$ cat src/rtl/pc_fetch_unit_if.sv
// Handshake bundle between the PC fetch stage and its neighbours (selector, EX targets, hazard unit).
interface pc_fetch_unit_if #(
  parameter int ADDR_W = 32
);
  logic [1:0]        pc_src;
  logic [ADDR_W-1:0] target_b;
  logic [ADDR_W-1:0] target_jalr;
  logic              stall;
  logic [ADDR_W-1:0] pc;
  logic [ADDR_W-1:0] pc_plus4;
  logic              flush_ifid;
  logic              flush_idex;
  logic              halted;

  modport master (
    output pc_src, target_b, target_jalr, stall,
    input  pc, pc_plus4, flush_ifid, flush_idex, halted
  );

  modport slave (
    input  pc_src, target_b, target_jalr, stall,
    output pc, pc_plus4, flush_ifid, flush_idex, halted
  );
endinterface

$ cat src/rtl/pc_fetch_unit.sv
// PC fetch stage: next-PC select, stall hold, redirect flushes, misaligned-target halt trap.
// Optional statistics counters are enabled by defining PC_FETCH_STATS_EN.
module pc_fetch_unit #(
  parameter int                ADDR_W   = 32,
  parameter logic [ADDR_W-1:0] RESET_PC = '0
) (
  input  logic            clk,
  input  logic            rst,
  pc_fetch_unit_if.slave  bus
`ifdef PC_FETCH_STATS_EN
  ,
  output logic [15:0]     redirect_cnt,
  output logic [15:0]     stall_cnt
`endif
);

  typedef enum logic {
    S_RUN  = 1'b0,
    S_HALT = 1'b1
  } state_e;

  state_e            state_q, state_d;
  logic [ADDR_W-1:0] pc_q, pc_d;
  logic [ADDR_W-1:0] pc_plus4;
  logic [ADDR_W-1:0] sel_target;
  logic              redirect;
  logic              aligned;
  logic              flush;

  always_comb begin
    redirect   = (bus.pc_src == 2'b01) || (bus.pc_src == 2'b10);
    sel_target = (bus.pc_src == 2'b10) ? bus.target_jalr : bus.target_b;
    aligned    = (sel_target[1:0] == 2'b00);
  end

  assign pc_plus4 = pc_q + ADDR_W'(4);

  always_comb begin
    state_d = state_q;
    pc_d    = pc_q;
    flush   = 1'b0;
    case (state_q)
      S_RUN: begin
        // A redirect beats a stall; a misaligned one traps with pc frozen.
        if (redirect) begin
          flush = 1'b1;
          if (aligned) begin
            pc_d = sel_target;
          end else begin
            state_d = S_HALT;
          end
        end else if (!bus.stall) begin
          pc_d = pc_plus4;
        end
      end
      S_HALT: begin
        flush = 1'b1;
      end
      default: begin
        state_d = S_RUN;
      end
    endcase
    if (rst) begin
      flush = 1'b0;
    end
  end

  always_ff @(posedge clk or posedge rst) begin
    if (rst) begin
      state_q <= S_RUN;
      pc_q    <= RESET_PC;
    end else begin
      state_q <= state_d;
      pc_q    <= pc_d;
    end
  end

  assign bus.pc         = pc_q;
  assign bus.pc_plus4   = pc_plus4;
  assign bus.flush_ifid = flush;
  assign bus.flush_idex = flush;
  assign bus.halted     = (state_q == S_HALT);

`ifdef PC_FETCH_STATS_EN
  logic [15:0] redirect_cnt_q, redirect_cnt_d;
  logic [15:0] stall_cnt_q, stall_cnt_d;

  always_comb begin
    redirect_cnt_d = redirect_cnt_q;
    stall_cnt_d    = stall_cnt_q;
    if (state_q == S_RUN) begin
      if (redirect && aligned && (redirect_cnt_q != 16'hFFFF)) begin
        redirect_cnt_d = redirect_cnt_q + 16'd1;
      end
      if (!redirect && bus.stall && (stall_cnt_q != 16'hFFFF)) begin
        stall_cnt_d = stall_cnt_q + 16'd1;
      end
    end
  end

  always_ff @(posedge clk or posedge rst) begin
    if (rst) begin
      redirect_cnt_q <= 16'd0;
      stall_cnt_q    <= 16'd0;
    end else begin
      redirect_cnt_q <= redirect_cnt_d;
      stall_cnt_q    <= stall_cnt_d;
    end
  end

  assign redirect_cnt = redirect_cnt_q;
  assign stall_cnt    = stall_cnt_q;
`endif

endmodule

$ cat src/flat_wrapper.sv
// flat-port wrapper written by rule: the top's interface ports become plain ports
module pc_fetch_unit_flat 
#(
  parameter int                ADDR_W   = 32,
  parameter logic [ADDR_W-1:0] RESET_PC = '0
)
  (clk, rst, bus_pc_src, bus_target_b, bus_target_jalr, bus_stall, bus_pc, bus_pc_plus4, bus_flush_ifid, bus_flush_idex, bus_halted);
  pc_fetch_unit_if #(.ADDR_W(ADDR_W)) bus_i ();
  input  logic clk;
  input  logic rst;
  input wire logic [$bits(bus_i.pc_src)-1:0] bus_pc_src;
  input wire logic [$bits(bus_i.target_b)-1:0] bus_target_b;
  input wire logic [$bits(bus_i.target_jalr)-1:0] bus_target_jalr;
  input wire logic [$bits(bus_i.stall)-1:0] bus_stall;
  output wire logic [$bits(bus_i.pc)-1:0] bus_pc;
  output wire logic [$bits(bus_i.pc_plus4)-1:0] bus_pc_plus4;
  output wire logic [$bits(bus_i.flush_ifid)-1:0] bus_flush_ifid;
  output wire logic [$bits(bus_i.flush_idex)-1:0] bus_flush_idex;
  output wire logic [$bits(bus_i.halted)-1:0] bus_halted;
  assign bus_i.pc_src = bus_pc_src;
  assign bus_i.target_b = bus_target_b;
  assign bus_i.target_jalr = bus_target_jalr;
  assign bus_i.stall = bus_stall;
  assign bus_pc = bus_i.pc;
  assign bus_pc_plus4 = bus_i.pc_plus4;
  assign bus_flush_ifid = bus_i.flush_ifid;
  assign bus_flush_idex = bus_i.flush_idex;
  assign bus_halted = bus_i.halted;
  pc_fetch_unit #(.ADDR_W(ADDR_W), .RESET_PC(RESET_PC)) u_core (.clk(clk), .rst(rst), .bus(bus_i));
endmodule
$ cat config.mk
export PLATFORM = sky130hd
export DESIGN_NAME = pc_fetch_unit_flat
export DESIGN_NICKNAME = d
export VERILOG_FILES = /design/src/rtl/pc_fetch_unit_if.sv /design/src/rtl/pc_fetch_unit.sv /design/src/flat_wrapper.sv
export SDC_FILE = /design/constraint.sdc
export NUM_CORES = 1
export LEC_CHECK = 0
export CORE_ASPECT_RATIO = 1.4
export CORE_UTILIZATION = 40
export DETAILED_ROUTE_END_ITERATION = 6
export PLACE_DENSITY = 0.76
export SETUP_SLACK_MARGIN = 0.15
export SLEW_MARGIN = 15
export SYNTH_ARGS = -nofsm -noshare
export SYNTH_HDL_FRONTEND = slang
export SYNTH_SLANG_ARGS = --single-unit
$ cat constraint.sdc
create_clock -name clk -period 3.5 [get_ports clk]
set_input_delay 0.525 -clock clk [delete_from_list [all_inputs] [get_ports clk]]
set_output_delay 0.525 -clock clk [all_outputs]
set_load 0.02 [all_outputs]
==> flow_metrics.py, run 1 <==
metrics = {
    "run_status": {
        "status": "finished clean",
    },
    "layout": {
        "finalNonFillerCells": 528,
        "syn_to_final_growth_pct": 50.8,
        "n_antenna_cell": 0,
        "drive_gt1_share_pct": 11.8,
        "fin_area_mm2": 0.00430,
        "fill_cells": 630,
        "nets": 504,
    },
    "setup_path": {
        "worstReg2RegStart": "u_core.bus.pc[11]",
        "endpoint_kind": "output pin",
        "worst-path-max-fanout": 7,
        "cpPeakStageDelay_ns": 0.64,
        "worstSetupStartpoint": "u_core.bus.pc[11]",
        "cp-start-kind": "register",
        "path_cells": "and4_1, and2_2, nor3b_2, xor2_1, clkdlybuf4s50_1",
        "path_class": "register to output pin",
        "reg2regPathDepth": 5,
        "cp.arrival_ns": 2.65,
        "required_ns": 2.97,
        "crit_slowest_cell": "clkdlybuf4s50_1",
    },
    "die": {
        "fp.coreArea_mm2": 0.00694,
        "die_x_um": 73.3,
        "rows": 36,
        "fp.dieArea_mm2": 0.00747,
        "initial_core_util_pct": 41.1,
        "io_pins": 136,
        "die_y_um": 102,
    },
    "pwr": {
        "p_per_area_mw_per_mm2": 267,
        "swShare_pct": 31.6,
        "p_sw_mw": 0.362,
        "p_clk_share_pct": 25.8,
        "seq_power_share_pct": 39.1,
        "intPower_mw": 0.784,
        "p_comb_share_pct": 35.1,
        "vdd_drop_max_v": 0.000172,
        "p_leak_nw": 1.64,
    },
    "global_routing": {
        "grt_util_all_layers_pct": 23.0,
        "antenna_found_initial": 0,
        "grt_pass1_vias": 2713,
        "grt_max_degree": 35,
        "grt_pass1_wl_mm": 13.3,
        "overflow": 0,
    },
    "synthesis": {
        "async_reset_ff_share_pct": 100,
        "synth_edf_count": 0,
        "synth_nets": 385,
        "synth_common_cells": "dfrtp_1 (33), a21oi_1 (28), nand2_1 (18), nand3_1 (17)",
        "synth_area_leaders": "dfrtp_1 (29%), mux2_2 (6.3%), a21oi_1 (4.9%), xnor2_1 (4.9%), xor2_1 (3.7%)",
        "ys.flop_type": "dfrtp_1",
        "yosys.area.top_type_share_pct": 29.0,
        "synth_cell_types": 51,
        "synth.avg_cell_area_um2": 9.07,
        "ys_ff_latch": 33,
        "ys_seq_area_share_pct": 29.0,
        "synth_most_common_cell": "dfrtp_1",
        "yosys_warnings": 0,
        "yosys.area.top_type": "dfrtp_1",
        "syn-instance-count": 314,
        "synth_area_mm2": 0.00285,
    },
    "placed_design": {
        "placed_area_mm2": 0.00421,
        "dp.cells": 521,
        "place_ws_ns": 0.627,
        "post-dp-hpwl_mm": 6.48,
        "portBuffers": 135,
        "routabilityCongestion": 0.806,
    },
    "clock_tree": {
        "cts_sinks": 33,
        "ctsHoldBuffers": 0,
        "tritoncts": "done",
        "cts_max_level": 2,
        "cts_buffer_depth": 2,
        "clk_latency_ns": 0.28,
        "path_clk_slew_ns": 0.07,
        "cts_buffers": 5,
        "cts_root_buf": "clkbuf_8",
    },
    "drt": {
        "route.detailed.drc": 0,
        "vias": 2897,
        "wl_per_cell_um": 16.1,
        "ant_nets": 0,
        "routed_wl_mm": 8.48,
        "vias_per_cell": 5.49,
        "drt_iter0_drc": 115,
        "drt-pass1-iter-count": 4,
    },
    "sta": {
        "min_period_over_period_pct": 90.8,
        "setup_ws_ns": 0.321,
        "hold_viol": 0,
        "timing.final.setup_violations": 0,
        "tns_ns": 0,
        "min_period_ns": 3.18,
        "holdWs_ns": 0.525,
        "tightest_slew_ns": 0.983,
        "drv_slew": 0,
        "fmax_ghz": 0.315,
        "fin_worst_skew_ns": 0.00205,
        "maxSlewHeadroom_pct": 34.5,
        "rsz0062_at_grt": "no",
    },
    "job": {
        "max-cap-violations": 0,
    },
    "hold_path": {
        "min_delay_path_depth": 1,
        "hold_path_class": "register to register",
        "min_from": "u_core.bus.pc[0]",
    },
}
[cells by family (layout without fill, tap and decap cells)]
| family | Yosys count | in the layout | share of synthesized area (%) |
|---|---|---|---|
| AOI/OAI and AO/OA | 86 | 86 | 20.8 |
| muxes | 22 | 22 | 8.43 |
| xor gates and xnor gates | 28 | 28 | 8.61 |
| adders and majority gates | 2 | 2 | 0.878 |
| and+or+nand+nor | 106 | 106 | 25.6 |
| buffers and inverters | 37 | 156 | 6.72 |
| DFF | 33 | 33 | 29.0 |
[flip-flops by register name (all words and copies together), names as in the netlist]
signal and count:
u_core.bus.pc 32, u_core.bus.halted 1
[power by group through the flow]
stage / Sequential (mW) / Clock, mW / Combinational [mW]
global route: 0.453 / 0.319 / 0.429
detailed placement: 0.455 / 0 / 0.405
floorplan: 0.473 / 0 / 0.181
global placement: 0.454 / 0 / 0.399
CTS: 0.448 / 0.302 / 0.406
finish: 0.448 / 0.295 / 0.402
[layout by cell type (no fill, tap or decap), drive strengths merged, types with 6 or more instances in the layout]
master         count
and4               7
inv                7
clkbuf             7
and2               7
mux2i              6
nand3             18
nor3b             14
o21ai              8
nor2              10
buf                7
o22a               6
xor2              12
nor3               7
clkdlybuf4s50    135
o22ai             14
xnor2             16
nor2b              9
a311oi             7
nand4              9
a211oi             9
dfrtp             33
mux2              16
nand2             18
a21oi             29
[stage by stage]
step | power [mW] | utilization [%]
2_1_floorplan | 0.654 | -
5_1_grt | 1.20 | 61.9
3_5_place_dp | 0.860 | 60.7
6_report | 1.15 | 61.9
3_3_place_gp | 0.853 | 60.7
4_1_cts | 1.16 | 61.9
[per-layer routing]
metal | GRT usage, % | vias to the layer above | part of all wire [%]
li1 | - | 1405 | -
met1 | 27.4 | 1372 | 40
met2 | 42.7 | 110 | 52
met3 | 3.16 | 10 | 6.1
met4 | 5.92 | 0 | 1.1
met5 | 0 | - | 0
[worst paths after layout]
check,endpoint,slack [ns]
max,bus_pc_plus4[21],0.32
min,u_core.bus.pc[0],0.53
max reg2reg,u_core.bus.pc[21],1.48
min reg2reg,u_core.bus.pc[0],0.53
max in group asynchronous,u_core.bus.pc[24],2.04
min in group asynchronous,u_core.bus.pc[2],0.74
[cell type report]
class | instances | area, um2 | area share, %
Clock buffer | 7 | 86.3 | 2.01
Inverter | 7 | 26.3 | 0.612
Multi-Input combinational cell | 244 | 1840 | 42.7
Sequential cell | 33 | 826 | 19.2
Tap cell | 95 | 119 | 2.77
Timing Repair Buffer | 142 | 1400 | 32.7
[worst max-delay path, delay by kind of cell (launching register included)]
family | cells | cell delay (ns)
simple gates | 3 | 1.05
buf+inv | 1 | 0.64
flops | 1 | 0.48
xor+xnor | 1 | 0.20
[what timing repair did]
| action | CTS | global route |
|---|---|---|
| endpoints found under the setup margin | 0 | 1 |
| setup buffers | 0 | 0 |
| resized for setup | 0 | 1 |
Power figures use the tool's default switching activity.
==> inputs of run 2 (changes only) <==
--- a/config.mk
+++ b/config.mk
@@ -6,9 +6,9 @@
 export NUM_CORES = 1
 export LEC_CHECK = 0
 export CORE_ASPECT_RATIO = 1.4
-export CORE_UTILIZATION = 40
+export CORE_UTILIZATION = 45
 export DETAILED_ROUTE_END_ITERATION = 6
-export PLACE_DENSITY = 0.76
+export PLACE_DENSITY = 0.84
 export SETUP_SLACK_MARGIN = 0.15
 export SLEW_MARGIN = 15
 export SYNTH_ARGS = -nofsm -noshare
==> run 2 against run 1 <==
Compared with the run above:
- worst hold slack worse by 0.0040 ns
- sequential share of layout area rose by 0.14 points
- maximum frequency decreased by 0.26%
- cell count decreased by 4.9%
- largest power group unchanged
- clock-buffer cell count is the same
- highest routed layer unchanged
- clock skew grew 0.0015 ns
- non-clock buffer count shrank 2
- critical endpoint is now bus_pc_plus4[30]
- routed wire length fell by 3.8%
==> flow_metrics.py, run 2 (same netlist as run 1, synthesis figures left out) <==
metrics = {
    "drt": {
        "wl_per_cell_um": 16.2,
        "drt-pass1-iter-count": 4,
        "drt_iter0_drc": 180,
        "ant_nets": 0,
        "routed_wl_mm": 8.16,
        "vias": 2896,
        "vias_per_cell": 5.77,
        "route.detailed.drc": 0,
    },
    "pwr": {
        "p_per_area_mw_per_mm2": 274,
        "p_leak_nw": 1.64,
        "vdd_drop_max_v": 0.000176,
        "power_mw": 1.17,
    },
    "clock_tree": {
        "cts_sinks": 33,
        "ctsHoldBuffers": 0,
        "cts_root_buf": "clkbuf_8",
        "cts_max_level": 2,
        "cts_buffer_depth": 2,
        "tritoncts": "done",
        "post-cts-setup-buffers": 0,
        "cts_buffers": 5,
        "path_clk_slew_ns": 0.07,
        "clk_latency_ns": 0.28,
    },
    "sta": {
        "min_period_ns": 3.19,
        "fin_worst_skew_ns": 0.00350,
        "rsz0062_at_grt": "no",
        "tightest_slew_ns": 1.03,
        "fmax_ghz": 0.314,
        "hold_viol": 0,
        "holdWs_ns": 0.521,
        "drv_slew": 0,
        "setup_ws_ns": 0.313,
        "min_period_over_period_pct": 91.1,
        "tns_ns": 0,
        "timing.final.setup_violations": 0,
        "maxSlewHeadroom_pct": 31.1,
    },
    "global_routing": {
        "grt_util_all_layers_pct": 24.9,
        "grt_max_degree": 28,
        "overflow": 0,
        "grt_pass1_vias": 2776,
        "antenna_found_initial": 0,
        "grt_pass1_wl_mm": 13.3,
    },
    "placed_design": {
        "portBuffers": 135,
        "dp.cells": 494,
        "placed_area_mm2": 0.00416,
        "routabilityCongestion": 0.838,
        "post-dp-hpwl_mm": 6.25,
        "place_ws_ns": 0.494,
    },
    "layout": {
        "n_antenna_cell": 0,
        "final_common_cell": "clkdlybuf4s50_1",
        "layout_common_cells": "clkdlybuf4s50_1 (135), dfrtp_1 (33), a21oi_1 (28)",
        "fin_area_mm2": 0.00427,
        "largest_reg_flops": 32,
        "postLayoutCoreUtil_pct": 71.2,
        "drive_gt1_share_pct": 11.8,
        "finalNonFillerCells": 502,
        "syn_to_final_growth_pct": 49.7,
        "nets": 502,
    },
    "job": {
        "max-cap-violations": 0,
    },
    "setup_path": {
        "worst-path-max-fanout": 9,
        "cp-start-kind": "register",
        "required_ns": 2.97,
        "path_class": "register to output pin",
        "endpoint_kind": "output pin",
        "cp.arrival_ns": 2.66,
    },
    "run_status": {
        "status": "finished clean",
    },
    "die": {
        "die_x_um": 69.2,
        "io_pins": 136,
        "initial_core_util_pct": 47.6,
        "rows": 33,
        "fp.coreArea_mm2": 0.00599,
        "fp.dieArea_mm2": 0.00666,
        "die_y_um": 96.1,
    },
    "hold_path": {
        "hold_path_class": "register to register",
    },
}
[run 2: changes by cell type in the layout (fill, tap and decap cells not counted), sizes merged]
| cell | delta |
|---|---|
| clkinv | +1 |
| buf | -2 |
[run 2: final cells by class]
cell class              count  area, um2
multi-input cells         244       1840
fillers                   472       1720
repair buffers            140       1390
flip-flops and latches     33        826
clock buffers               7       96.3
well taps                  70       87.6
inverters                   7       26.3
clock inverters             1       5.00
[run 2: final timing paths]
path / endpoint / depth (start not counted) / slack (ns) / start
min in group asynchronous: u_core.bus.pc[2] / 2 / 0.82 / rst
max: bus_pc_plus4[30] / 7 / 0.31 / u_core.bus.pc[2]
max reg2reg: u_core.bus.pc[29] / 5 / 1.56 / u_core.bus.pc[6]
max in group asynchronous: u_core.bus.pc[6] / 3 / 1.97 / rst
min reg2reg: u_core.bus.pc[0] / 1 / 0.52 / u_core.bus.pc[0]
min: u_core.bus.pc[0] / 1 / 0.52 / u_core.bus.pc[0]
[run 2: repair_timing]
| action | in CTS | in global routing |
|---|---|---|
| endpoints found under the setup margin | 0 | 1 |
| hold endpoints to repair | 0 | 0 |
| gates resized for setup | 0 | 1 |
[run 2: critical path, stage by stage (launching register included)]
cell and delay, ns:
dfrtp_1 0.42, ha_1 0.27, and3_2 0.31, nand4_4 0.22, nor2_4 0.22, nand2_1 0.13
xnor2_1 0.18, clkdlybuf4s50_1 0.63
[run 2: where the power goes]
group,switching (mW),internal (mW)
combinational,0.178,0.224
clock,0.140,0.178
sequential,0.0446,0.404
total,0.362,0.805
[run 2: metal layers]
layer  global-route usage [%]  part of all wire [%]  wire, um
met1                     28.5                    39      3210
met2                     46.1                    53      4310
met3                     4.92                   5.8       477
met4                     8.67                   2.0       161
met5                        0                     0         0
